## src/rtl/vscale_dmem_rr_arbiter_pkg.sv

```systemverilog
// Shared HASTI encodings, widths and limits for the multicore dmem arbiter.
package vscale_dmem_rr_arbiter_pkg;

  localparam int unsigned MAX_CORES     = 8;
  localparam int unsigned HASTI_ADDR_W  = 32;
  localparam int unsigned HASTI_BUS_W   = 32;
  localparam int unsigned HASTI_SIZE_W  = 3;
  localparam int unsigned HASTI_BURST_W = 3;
  localparam int unsigned HASTI_PROT_W  = 4;
  localparam int unsigned HASTI_TRANS_W = 2;
  localparam int unsigned PERF_CNT_W    = 32;

  typedef enum logic [1:0] {
    HTRANS_IDLE   = 2'd0,
    HTRANS_BUSY   = 2'd1,
    HTRANS_NONSEQ = 2'd2,
    HTRANS_SEQ    = 2'd3
  } htrans_e;

  localparam logic HRESP_OKAY  = 1'b0;
  localparam logic HRESP_ERROR = 1'b1;

  localparam logic [2:0] HSIZE_BYTE    = 3'd0;
  localparam logic [2:0] HSIZE_HALF    = 3'd1;
  localparam logic [2:0] HSIZE_WORD    = 3'd2;
  localparam logic [2:0] HBURST_SINGLE = 3'd0;

  // A transfer type that carries a real address phase.
  function automatic logic htrans_active(input logic [1:0] t);
    return (t == HTRANS_NONSEQ) || (t == HTRANS_SEQ);
  endfunction

endpackage

```

## src/rtl/vscale_dmem_rr_arbiter_rr_pick.sv

```systemverilog
// Combinational round-robin picker: first set request at or after ptr, wrapping at N.
module vscale_rr_pick #(
  parameter int unsigned N     = 2,
  parameter int unsigned IDX_W = (N > 1) ? $clog2(N) : 1
) (
  input  logic [N-1:0]     req,
  input  logic [IDX_W-1:0] ptr,
  output logic [IDX_W-1:0] idx,
  output logic             valid
);

  // Scan offsets 0..N-1 from the pointer; the first hit wins.
  always_comb begin
    int unsigned j;
    idx   = '0;
    valid = 1'b0;
    j     = 0;
    for (int unsigned o = 0; o < N; o++) begin
      j = (32'(ptr) + o) % N;
      if (!valid && req[IDX_W'(j)]) begin
        idx   = IDX_W'(j);
        valid = 1'b1;
      end
    end
  end

endmodule

```

## src/rtl/vscale_dmem_rr_arbiter.sv

```systemverilog
// N-core HASTI dmem arbiter: round-robin address-phase grant, registered
// data-phase owner, hmastlock-held grants. Optional wait counters are built
// when VSCALE_ARB_PERF_CNT_EN is defined; otherwise perf_wait_cnt reads 0.
module vscale_dmem_rr_arbiter
  import vscale_dmem_rr_arbiter_pkg::*;
#(
  parameter int unsigned NUM_CORES = 2,
  parameter int unsigned IDX_W     = (NUM_CORES > 1) ? $clog2(NUM_CORES) : 1,
  parameter int unsigned ADDR_W    = 32,
  parameter int unsigned BUS_W     = 32
) (
  input  logic                        clk,
  input  logic                        resetn,
  input  logic [NUM_CORES*ADDR_W-1:0] core_haddr,
  input  logic [NUM_CORES-1:0]        core_hwrite,
  input  logic [NUM_CORES*3-1:0]      core_hsize,
  input  logic [NUM_CORES*3-1:0]      core_hburst,
  input  logic [NUM_CORES-1:0]        core_hmastlock,
  input  logic [NUM_CORES*4-1:0]      core_hprot,
  input  logic [NUM_CORES*2-1:0]      core_htrans,
  input  logic [NUM_CORES*BUS_W-1:0]  core_hwdata,
  output logic [NUM_CORES*BUS_W-1:0]  core_hrdata,
  output logic [NUM_CORES-1:0]        core_hready,
  output logic [NUM_CORES-1:0]        core_hresp,
  output logic [ADDR_W-1:0]           dmem_haddr,
  output logic                        dmem_hwrite,
  output logic [2:0]                  dmem_hsize,
  output logic [2:0]                  dmem_hburst,
  output logic                        dmem_hmastlock,
  output logic [3:0]                  dmem_hprot,
  output logic [1:0]                  dmem_htrans,
  output logic [BUS_W-1:0]            dmem_hwdata,
  input  logic [BUS_W-1:0]            dmem_hrdata,
  input  logic                        dmem_hready,
  input  logic                        dmem_hresp,
  output logic [IDX_W-1:0]            dmem_hmaster,
  output logic [NUM_CORES*PERF_CNT_W-1:0] perf_wait_cnt
);

  logic [NUM_CORES-1:0] req;
  logic [IDX_W-1:0]     pick_idx;
  logic                 pick_valid;
  logic [IDX_W-1:0]     grant;
  logic                 gnt_valid;
  logic [IDX_W-1:0]     rr_ptr;
  logic                 dp_valid;
  logic [IDX_W-1:0]     dp_owner;
  logic                 lock_valid;
  logic [IDX_W-1:0]     lock_owner;

  // Per-core request decode.
  always_comb begin
    req = '0;
    for (int i = 0; i < NUM_CORES; i++) begin
      req[i] = htrans_active(core_htrans[i*2 +: 2]);
    end
  end

  vscale_rr_pick #(.N(NUM_CORES), .IDX_W(IDX_W)) u_pick (
    .req   (req),
    .ptr   (rr_ptr),
    .idx   (pick_idx),
    .valid (pick_valid)
  );

  // A held lock overrides round-robin, even while the owner is idle.
  always_comb begin
    grant     = lock_valid ? lock_owner : pick_idx;
    gnt_valid = lock_valid | pick_valid;
  end

  // Address-phase mux onto the shared slave.
  always_comb begin
    dmem_haddr     = '0;
    dmem_hwrite    = 1'b0;
    dmem_hsize     = '0;
    dmem_hburst    = '0;
    dmem_hmastlock = 1'b0;
    dmem_hprot     = '0;
    dmem_htrans    = HTRANS_IDLE;
    dmem_hmaster   = gnt_valid ? grant : '0;
    for (int i = 0; i < NUM_CORES; i++) begin
      if (gnt_valid && (grant == IDX_W'(i))) begin
        dmem_haddr     = core_haddr[i*ADDR_W +: ADDR_W];
        dmem_hwrite    = core_hwrite[i];
        dmem_hsize     = core_hsize[i*3 +: 3];
        dmem_hburst    = core_hburst[i*3 +: 3];
        dmem_hmastlock = core_hmastlock[i];
        dmem_hprot     = core_hprot[i*4 +: 4];
        dmem_htrans    = core_htrans[i*2 +: 2];
      end
    end
  end

  // Data-phase routing: write data from the owner, responses back to it.
  always_comb begin
    logic sel_a;
    logic sel_d;
    dmem_hwdata = '0;
    core_hrdata = {NUM_CORES{dmem_hrdata}};
    core_hready = '1;
    core_hresp  = '0;
    sel_a       = 1'b0;
    sel_d       = 1'b0;
    for (int i = 0; i < NUM_CORES; i++) begin
      sel_a = gnt_valid && (grant == IDX_W'(i));
      sel_d = dp_valid && (dp_owner == IDX_W'(i));
      if (sel_d) begin
        dmem_hwdata = core_hwdata[i*BUS_W +: BUS_W];
      end
      core_hresp[i] = sel_d ? dmem_hresp : HRESP_OKAY;
      if (req[i] && !sel_a) begin
        core_hready[i] = 1'b0;
      end else if (sel_a || sel_d) begin
        core_hready[i] = dmem_hready;
      end
    end
  end

  // Arbitration state advances only when the slave accepts.
  always_ff @(posedge clk or negedge resetn) begin
    if (!resetn) begin
      rr_ptr     <= '0;
      dp_valid   <= 1'b0;
      dp_owner   <= '0;
      lock_valid <= 1'b0;
      lock_owner <= '0;
    end else if (dmem_hready) begin
      if (gnt_valid) begin
        dp_valid   <= 1'b1;
        dp_owner   <= grant;
        rr_ptr     <= (grant == IDX_W'(NUM_CORES - 1)) ? '0 : grant + IDX_W'(1);
        lock_valid <= core_hmastlock[grant];
        lock_owner <= grant;
      end else begin
        dp_valid   <= 1'b0;
        lock_valid <= 1'b0;
      end
    end
  end

`ifdef VSCALE_ARB_PERF_CNT_EN
  logic [NUM_CORES-1:0] waiting;

  // A core waits when it requests but does not own the address phase.
  always_comb begin
    waiting = '0;
    for (int i = 0; i < NUM_CORES; i++) begin
      waiting[i] = req[i] && !(gnt_valid && (grant == IDX_W'(i)));
    end
  end

  for (genvar g = 0; g < NUM_CORES; g++) begin : g_wait_cnt
    logic [PERF_CNT_W-1:0] cnt;

    // Saturating per-core wait counter.
    always_ff @(posedge clk or negedge resetn) begin
      if (!resetn) begin
        cnt <= '0;
      end else if (waiting[g] && (cnt != '1)) begin
        cnt <= cnt + PERF_CNT_W'(1);
      end
    end

    assign perf_wait_cnt[g*PERF_CNT_W +: PERF_CNT_W] = cnt;
  end
`else
  assign perf_wait_cnt = '0;
`endif

endmodule

```

## config.mk

```make
export PLATFORM = sky130hd
export DESIGN_NAME = vscale_dmem_rr_arbiter
export DESIGN_NICKNAME = d
export VERILOG_FILES = /design/src/rtl/vscale_dmem_rr_arbiter_pkg.sv /design/src/rtl/vscale_dmem_rr_arbiter_rr_pick.sv /design/src/rtl/vscale_dmem_rr_arbiter.sv
export SDC_FILE = /design/constraint.sdc
export NUM_CORES = 1
export LEC_CHECK = 0
export CAP_MARGIN = 25
export CELL_PAD_IN_SITES_DETAIL_PLACEMENT = 0
export CELL_PAD_IN_SITES_GLOBAL_PLACEMENT = 1
export CORE_AREA = 4 4 153 155
export DETAILED_ROUTE_END_ITERATION = 10
export DIE_AREA = 0 0 157 159
export GPL_ROUTABILITY_DRIVEN = 0
export PLACE_DENSITY = 0.81
export SYNTH_ARGS = -nofsm -noshare
export SYNTH_HDL_FRONTEND = slang
export SYNTH_SLANG_ARGS = --single-unit
```

## constraint.sdc

```tcl
create_clock -name clk -period 1.8 [get_ports clk]
set_clock_uncertainty 0.2 [all_clocks]
set_input_delay 0.18 -clock clk [delete_from_list [all_inputs] [get_ports clk]]
set_output_delay 0.18 -clock clk [all_outputs]
set_load 0.05 [all_outputs]
```

==> flow_summary_export.csv <==
group,metric,value,unit
route,wl,15.72,mm
pwr,p_leak,2.794,nW
worst_hold_path,hold_path_class,"input port to output pin",
synthesis,synth_adder_area_share,0,%
layout,fin_nets,700,
pwr,power_frac_seq,1.5,%
status,violations,"negative setup slack",
synthesis,synthMostInstantiatedCell,"buf_4",
die,top_level_ports,403,
layout,drive_above_1_share,46.35,%
layout,ff_latch_area,101.3,µm²
route,vias,2810,
die,die-width,157,µm
layout,syn_to_final_growth,178.6,%
synthesis,synthesis.area,0.002305,mm²
place,io_buffer_count,242,
place,place_hpwl,11.57,mm
timing,hold_viol,0,
timing,setup_viol,82,
die,dieArea,0.02496,mm²
timing,rsz0062_at_grt,"yes",
synthesis,synth-seq-area-share,4.343,%
route,drtIter0Drc,70,
timing,fin_tns_setup,-11710,ps
die,initial_core_util,10.56,%
die,coreArea,0.02182,mm²
timing,slew_viol_final,0,
synthesis,yosysWarningCount,0,
clock_tree,insertion_delay,220,ps
synthesis,synth-edff-count,0,
synthesis,muxShareOfSynthArea,13.90,%
global_routing,grtUsageTotal,9.836,%
route,via_per_inst,3.566,
worst_setup_path,path_class,"register to output pin",
synthesis,ys_ff_latch,4,
route,drc,0,
worst_setup_path,crit_fanout,5,
synthesis,synth_common_cells,"131 x buf_4, 46 x a22o_1, 33 x nor2b_1",
clock_tree,clkTransAtPathRegs,30,ps
global_routing,grt_pass1_wl,17.84,mm
clock_tree,cts-root-buf,"clkbuf_16",
synthesis,synth_area_leaders,"buf_4 43%, a22o_1 17%, mux2i_1 14%",
synthesis,syn_area_per_cell,7.813,µm²
timing,fin_crit_sh,113.6,%
clock_tree,h-tree-depth,1,
die,die_y,159,µm
route,postRouteAntennaNets,0,
route,wl_per_cell,19.95,µm
die,core.rowCount,54,
synthesis,synth_xor_area_share,0,%
synthesis,synthFlopType,"dfrtp_1",
pwr,intPower,6.107,mW
synthesis,ys_types,26,
route,dr.pass1.iters,4,
layout,n_fill_cell,2246,
worst_setup_path,crit_path_start_kind,"register",
synthesis,post-synth-top-area-cell,"buf_4",
clock_tree,cts.sinks,4,
synthesis,synth_top_cell_area_share,42.67,%
pwr,p_clk_share,3.0,%
layout,fin_util,29.42,%
worst_setup_path,cp.arrival,1660,ps
synthesis,synth_top_family_by_area,"buffers and inverters",
job,maxCapViolations,0,
clock_tree,clockBufferDepth,2,
global_routing,grt_remaining_overflow,0,
clock_tree,numCtsBuffers,3,
global_routing,grt_antenna_before_repair,1,
pwr,powerDensity,1850,mW/mm²
timing,setup_slack,-244.2,ps
global_routing,grt_max_degree,44,
worst_setup_path,crit_path_end_kind,"output pin",
pwr,power.switching,5.775,mW
pwr,power,11.88,mW
clock_tree,cts_tree,"built",
timing,timing.fmax,0.4892,GHz
synthesis,ys_async_sr_fraction,100.0,%
worst_setup_path,cp.required,1420,ps
status,status,"finished with violations",
synthesis,yosys.area_share.simple,11.89,%
timing,period_needed,2044,ps
synthesis,syn_inst,295,
synthesis,synth-compound-area-share,22.42,%
pwr,p_sw_share,48.60,%
layout,multi_input_area,0.001937,mm²
pwr,p_comb_share,95.5,%
pwr,irDropWorstVdd,0.5892,mV
global_routing,first_global_vias,2807,
-- stage by stage --
step / hold slack, ps / cell area, µm² / instances / setup WS, ps
final: 160.0 / 6421 / 788 / -244.2
after global routing: 160.1 / 6419 / 787 / -281.5
after CTS: 160.5 / 5700 / 768 / -252.7
after detailed placement: 160.5 / 5390 / 754 / -280.9
after global placement: 160.5 / 5390 / 754 / -245.5
after floorplan: -315.6 / 2675 / 358 / -60.22
-- logic make-up after synthesis --
group | Yosys count
AOI/OAI and AO/OA | 63
and+or+nand+nor | 47
DFF | 4
other | 1
muxes | 32
buffers and inverters | 148
-- final cells by class --
type	instances	area share, %
timing repair buffer	291	61.42
tap	280	5.456
antenna	1	0.03897
sequential	4	1.578
multi-input combinational	206	30.16
clock buffer	4	1.228
inverter	2	0.1169
-- timing repair --
| item | CTS | global route |
|---|---|---|
| resized for setup | 26 | 63 |
| cloned | 3 | 13 |
| endpoints found under the hold margin | 4 | 0 |
| pin swaps | 3 | 19 |
| setup buffers | 6 | 6 |
| endpoints found under the setup margin | 52 | 83 |
| hold buffers | 1 | 0 |
-- power by group through the flow --
stage / clock network, mW / registers [mW] / logic (mW)
global route: 0.368 / 0.190 / 11.7
floorplan: 0 / 0.153 / 5.37
global placement: 0 / 0.169 / 9.10
finish: 0.352 / 0.182 / 11.3
CTS: 0.358 / 0.167 / 9.79
detailed placement: 0 / 0.168 / 9.15
-- worst max-delay path, stage by stage, from the launching register on --
cell and delay, ps:
dfrtp_1 400, and2b_2 260, o21ai_4 70, buf_8 150
clkbuf_16 160, a22o_4 260, buf_12 150
-- path summary, 6_finish.rpt --
path | start | endpoint | slack, ps | cells after the start
setup reg to reg | rr_ptr | lock_valid | 70 | 7
max in group asynchronous | resetn | lock_owner | 600 | 2
hold / removal | dmem_hrdata[9] | core_hrdata[9] | 160 | 0
hold reg to reg | rr_ptr | rr_ptr | 480 | 2
setup / recovery | rr_ptr | dmem_haddr[9] | -240 | 6
min in group asynchronous | resetn | dp_valid | 600 | 2
-- registers in the layout, summed over array words and instances, names as in the netlist --
register    flops
dp_valid        1
lock_owner      1
lock_valid      1
rr_ptr          1
-- layout by cell type (no fill, tap or decap), types with 2 or more instances in the layout --
cell and instances:
mux2i_1 24, buf_12 88, nand2b_4 3, mux2i_2 7, a22o_2 5, buf_6 6
nor2b_1 3, nor2b_2 29, o21ai_0 4, a21oi_1 2, a21oi_4 2, nor2_1 3
conb_1 64, clkbuf_16 11, dlygate4sd2_1 2, buf_8 5, a22o_4 40, inv_1 2
dfrtp_1 3, o21ai_4 2, clkdlybuf4s50_1 157, buf_4 21, nor2_4 2, buf_16 3
-- per-layer routing --
metal	track usage [%]	share of wire (%)
met5	0	0
met4	3.393	2.3
met3	5.463	14
met2	19.03	55
met1	8.243	29
(Power assumes the default switching activity.)
==> patch 1: new RTL, same flow settings <==
Change the package constant `PERF_CNT_W` from 32 to 48.
--- a/src/rtl/vscale_dmem_rr_arbiter_pkg.sv
+++ b/src/rtl/vscale_dmem_rr_arbiter_pkg.sv
@@ -10,3 +10,3 @@
   localparam int unsigned HASTI_TRANS_W = 2;
-  localparam int unsigned PERF_CNT_W    = 32;
+  localparam int unsigned PERF_CNT_W    = 48;
 
Interface: changed (resized perf_wait_cnt); port bits go from 403 to 435. No check against the original RTL was run, so the function may have changed too.
==> patch 1 against the original RTL <==
  * The run still ends with negative setup slack left
  * Global-route usage increased by 0.51 points
  * Synthesized area up 10%
  * Maximum frequency fell by 1.8%
  * Synthesized cell count up 11%
  * Routed wire length shrank 7.3%
  * Register-to-register slack better by 0.11 ns
  * Cell area down 4.5%
  * Non-clock buffer count is 16 lower
  * Setup slack worse by 0.037 ns
  * Sequential cell count unchanged
  * Power fell by 5.6%
  * Combinational power down 5%
  * Clock power rose by 4%
==> patch 1: results (changes against the original RTL) <==
outcome - finished, violations left (unchanged)
failing checks - negative setup slack (unchanged)
largest stage delay on the critical path - 0.39 ns
fin nets - 716 (was 700)
critical path's slowest cell - dfrtp_1 (unchanged)
Netlist cell types - 26 (unchanged)
Post-DP HPWL - 11500 um (was 11600 um)
Reg2Reg Depth - 5 (was 7)
worst-path maximum fanout - 19 (was 5)
worst skew pair latency - 0.23 ns
hold-critical path depth - 0 (unchanged)
Main synth FF type - dfrtp_1 (unchanged)
initial antenna violation count - 2 (was 1)
global-route wire length before repair - 18700 um (was 17800 um)
CTS max path bufs - 2 (unchanged)
Post-synth top cells - 163 x buf_4, 46 x a22o_1, 33 x nor2b_1, 32 x mux2i_1, 6 x nor2_1 (was 131 x buf_4, 46 x a22o_1, 33 x nor2b_1, 32 x mux2i_1, 6 x nor2_1)
data arrival time of the worst path - 1.70 ns (was 1.66 ns)
top cells by area, synth - buf_4 48%, a22o_1 16%, mux2i_1 13% (was buf_4 43%, a22o_1 17%, mux2i_1 14%)
DR top layer - met5 (was met4)
Max VDD drop - 0.000515 V (was 0.000589 V)
# setup viols final - 74 (was 82)
layout cells sized above 1 - 0.415 (was 0.464)
1st-iter DRT viols - 84 (was 70)
Remaining DRCs - 0 (unchanged)
GRT Util Overall - 0.103 (was 0.0984)
Clock Tree Root - clkbuf_16 (unchanged)
vias in the first global route - 2864 (was 2807)
clk slew on worst S/H paths - 0.03 ns (about the same)
fill cell count - 2284 (was 2246)
register area share after synthesis - 0.0393 (was 0.0434)
M1 wire length - 4270 um (was 4490 um)
via count - 2782 (was 2810)
WL met3 - 2160 um (was 2180 um)
I/O Buffers - 242 (unchanged)
routed wire length - 14600 um (was 15700 um)
worst hold path class - input pin to output port (unchanged)
YS warnings - 0 (unchanged)
switching power - 5.64 mW (was 5.77 mW)
pin count of the biggest net entering global routing - 35 (was 44)
final worst slack - -0.281 ns (was -0.244 ns)
Leak - 2.70 nW (was 2.79 nW)
met2 wire len - 7800 um (was 8680 um)
Worst path top cell family by delay - compound AO/OA/AOI/OAI gates (was buffers and inverters)
Ant. Diodes - 0 (was 1)
DRT Pass-1 Iters - 4 (unchanged)
## patch 1: cells by family (layout without fill, tap and decap cells)
logic type / Yosys count / in the layout / share of synthesized area
other: 1 / 96 / 0.00147
AO/OA/AOI/OAI: 63 / 63 / 0.203
AND/OR/NAND/NOR: 47 / 47 / 0.108
buffers and inverters: 180 / 281 / 0.523
multiplexers: 32 / 32 / 0.126
flip-flops: 4 / 4 / 0.0393
## patch 1: what timing repair did
action / in CTS / in global routing
endpoints found under the hold margin: 4 / 0
pin swaps: 2 / 3
setup buffers: 4 / 4
cloned: 6 / 4
gates resized for setup: 22 / 36
setup endpoints to repair: 53 / 82
hold buffers: 1 / 0
## patch 1: layout make-up
| class | instances | area share |
|---|---|---|
| clock buffer | 4 | 0.0129 |
| sequential | 4 | 0.0167 |
| tap | 280 | 0.0571 |
| timing repair buffer | 275 | 0.613 |
| inverter | 2 | 0.00122 |
| multi-input combinational | 238 | 0.299 |
## patch 1: layer usage
layer  vias to the layer above  GRT usage
li1                       1245          -
met1                      1238     0.0880
met2                       268      0.203
met3                        27     0.0527
met4                         4     0.0339
met5                         -          0
## patch 1: stage by stage
step	instance area [um2]	TNS [ns]	setup slack (ns)	std cells
6_report	6130	-11.67	-0.281	803
5_1_grt	6130	-15.25	-0.317	803
4_1_cts	5880	-13.71	-0.276	796
3_5_place_dp	5470	-15.13	-0.397	781
3_3_place_gp	5470	-13.89	-0.374	781
2_1_floorplan	3040	-0.0602	-0.0602	422
## patch 1: power by group through the flow
stage / combinational, mW / sequential [mW] / clock (mW)
finish: 10.7 / 0.183 / 0.366
global route: 11.1 / 0.187 / 0.377
CTS: 10.3 / 0.165 / 0.371
detailed placement: 9.30 / 0.174 / 0
global placement: 9.28 / 0.175 / 0
floorplan: 5.57 / 0.153 / 0
## patch 1: final timing paths
| path | startpoint | endpoint | slack [ns] |
|---|---|---|---|
| worst max-delay path | rr_ptr | dmem_hsize[2] | -0.28 |
| max in group asynchronous | resetn | lock_owner | 0.64 |
| worst max register to register | rr_ptr | lock_valid | 0.18 |
| min in group asynchronous | resetn | lock_valid | 0.56 |
| worst min-delay path | dmem_hrdata[7] | core_hrdata[39] | 0.16 |
| worst min register to register | rr_ptr | rr_ptr | 0.39 |
==> patch 2: new RTL, same settings <==
Without the edit above. Build with the macro `VSCALE_ARB_PERF_CNT_EN` defined.
--- a/src/rtl/vscale_dmem_rr_arbiter.sv
+++ b/src/rtl/vscale_dmem_rr_arbiter.sv
@@ -3,2 +3,4 @@
 // when VSCALE_ARB_PERF_CNT_EN is defined; otherwise perf_wait_cnt reads 0.
+`define VSCALE_ARB_PERF_CNT_EN
+
 module vscale_dmem_rr_arbiter
Function: changed (Yosys sat finds a counterexample within 4 cycles, from zero or initial values and one cycle with resetn low).
==> patch 2 against the original RTL <==
  * The run still ends with negative setup slack left
  * Cell area grew 89%
  * Setup slack worse by 0.32 ns
  * Synthesized area grew 110%
  * Routed wire length is 59% higher
  * Power grew 31%
  * Sequential share of layout area up 13 points
  * Sequential cell count is 64 higher
  * Combinational power up 4%
  * Critical endpoint is now g_wait_cnt[1].cnt[24]
  * Largest cell class unchanged
==> patch 2: results (changes against the original RTL) <==
post-placement cell area - 0.0103 mm2 (was 0.00539 mm2)
outcome - finished, violations left (unchanged)
r2r startpoint - lock_valid (was rr_ptr)
number of buffers created by CTS - 9 (was 3)
Hold WS - 0.160 ns (about the same)
routed wire length - 24900 um (was 15700 um)
Max VDD drop - 0.000892 V (was 0.000589 V)
worst hold path class - input pin to asynchronous set/reset pin (was input pin to output port)
I/O Buffers - 306 (was 242)
top cells by area, synth - dfrtp_1 35%, buf_4 10%, a22o_1 8.1% (was buf_4 43%, a22o_1 17%, mux2i_1 14%)
worst skew pair latency - 0.34 ns (was 0.22 ns)
Post-DP HPWL - 17900 um (was 11600 um)
worst-path maximum fanout - 4 (was 5)
clk slew on worst S/H paths - 0.06 ns (was 0.03 ns)
critical path's slowest cell - dfrtp_1 (unchanged)
global-route wire length before repair - 36200 um (was 17800 um)
fin nets - 1123 (was 700)
Post-synth top cells - 68 x dfrtp_1, 66 x buf_4, 45 x a22o_1, 37 x xor2_1, 33 x nor2b_1 (was 131 x buf_4, 46 x a22o_1, 33 x nor2b_1, 32 x mux2i_1, 6 x nor2_1)
Reg2Reg Depth - 8 (was 7)
final worst slack - -0.567 ns (was -0.244 ns)
XOR/XNOR share of the synthesized area - 0.109 (was 0)
fill cell count - 1746 (was 2246)
r2r endpoint - g_wait_cnt[1].cnt[24] (was lock_valid)
layout cells sized above 1 - 0.648 (was 0.464)
vias in the first global route - 6008 (was 2807)
post-synthesis compound-gate area fraction - 0.119 (was 0.224)
1st-iter DRT viols - 198 (was 70)
failing checks - negative setup slack (unchanged)
Ant. Diodes - 0 (was 1)
# setup viols final - 147 (was 82)
register area share after synthesis - 0.348 (was 0.0434)
Netlist cell types - 49 (was 26)
post-synthesis mux area share - 0.0700 (was 0.139)
data arrival time of the worst path - 2.38 ns (was 1.66 ns)
post-synthesis adder-cell area fraction - 0.00511 (was 0)
setup TNS - -57.69 ns (was -11.71 ns)
-- patch 2: worst max-delay path by stage --
| stage | startpoint | endpoint | slack, ns |
|---|---|---|---|
| 3_3_place_gp | core_htrans[1] | g_wait_cnt[1].cnt[15] | -0.66 |
| 2_1_floorplan | g_wait_cnt[0].cnt[21] | g_wait_cnt[0].cnt[16] | -0.37 |
| 3_5_place_dp | core_htrans[1] | g_wait_cnt[1].cnt[31] | -0.69 |
| 6_report | lock_valid | g_wait_cnt[1].cnt[24] | -0.57 |
| 4_1_cts | lock_valid | dmem_hprot[3] | -0.52 |
| 5_1_grt | lock_valid | g_wait_cnt[1].cnt[26] | -0.64 |
-- patch 2: timing repair --
action	CTS	global route
setup buffers	23	20
gates cloned	11	2
endpoints found under the setup margin	148	148
hold buffers	1	0
pin swaps	51	52
resized for setup	140	63
endpoints found under the hold margin	68	0
-- patch 2: logic make-up after synthesis --
| logic type | count (synthesis) |
|---|---|
| and+or+nand+nor | 185 |
| buffers and inverters | 97 |
| AOI/OAI and AO/OA | 69 |
| DFF | 68 |
| xor gates and xnor gates | 61 |
| muxes | 34 |
| adders and majority gates | 2 |
-- patch 2: power groups by stage --
stage | registers [mW] | logic (mW) | clock network [mW]
after floorplan | 2.49 | 5.21 | 0
after global placement | 1.91 | 9.83 | 0
after detailed placement | 1.92 | 9.88 | 0
after CTS | 1.89 | 11.5 | 1.85
after global routing | 1.92 | 12.3 | 1.94
final | 1.89 | 11.8 | 1.83
-- patch 2: worst min-delay path: cells and delay by family --
family                 cells  cell delay [ns]
buffers and inverters      3             0.92
-- patch 2: per-layer routing --
metal,track usage,up-vias,part of all wire
met1,0.233,2724,0.40
met5,0,-,0
li1,-,2621,-
met2,0.310,235,0.49
met4,0.0237,0,0.0093
met3,0.0783,35,0.099
-- patch 2: metrics by stage --
step	worst slack, ns	utilization	power, mW	std cells
finish	-0.567	0.557	15.5	1214
global route	-0.638	0.557	16.1	1214
CTS	-0.520	0.539	15.2	1199
detailed placement	-0.690	0.470	11.8	1149
global placement	-0.655	0.470	11.7	1149
floorplan	-0.374	-	7.70	516
-- patch 2: layout make-up --
class | instances | area (um2) | share of cell area
Timing Repair Buffer | 490 | 5580 | 0.459
Multi-Input combinational cell | 352 | 4110 | 0.338
Sequential cell | 68 | 1780 | 0.146
Tap cell | 280 | 350 | 0.0288
Clock buffer | 12 | 256 | 0.0211
Clock inverter | 4 | 47.5 | 0.00391
Inverter | 8 | 35.0 | 0.00288
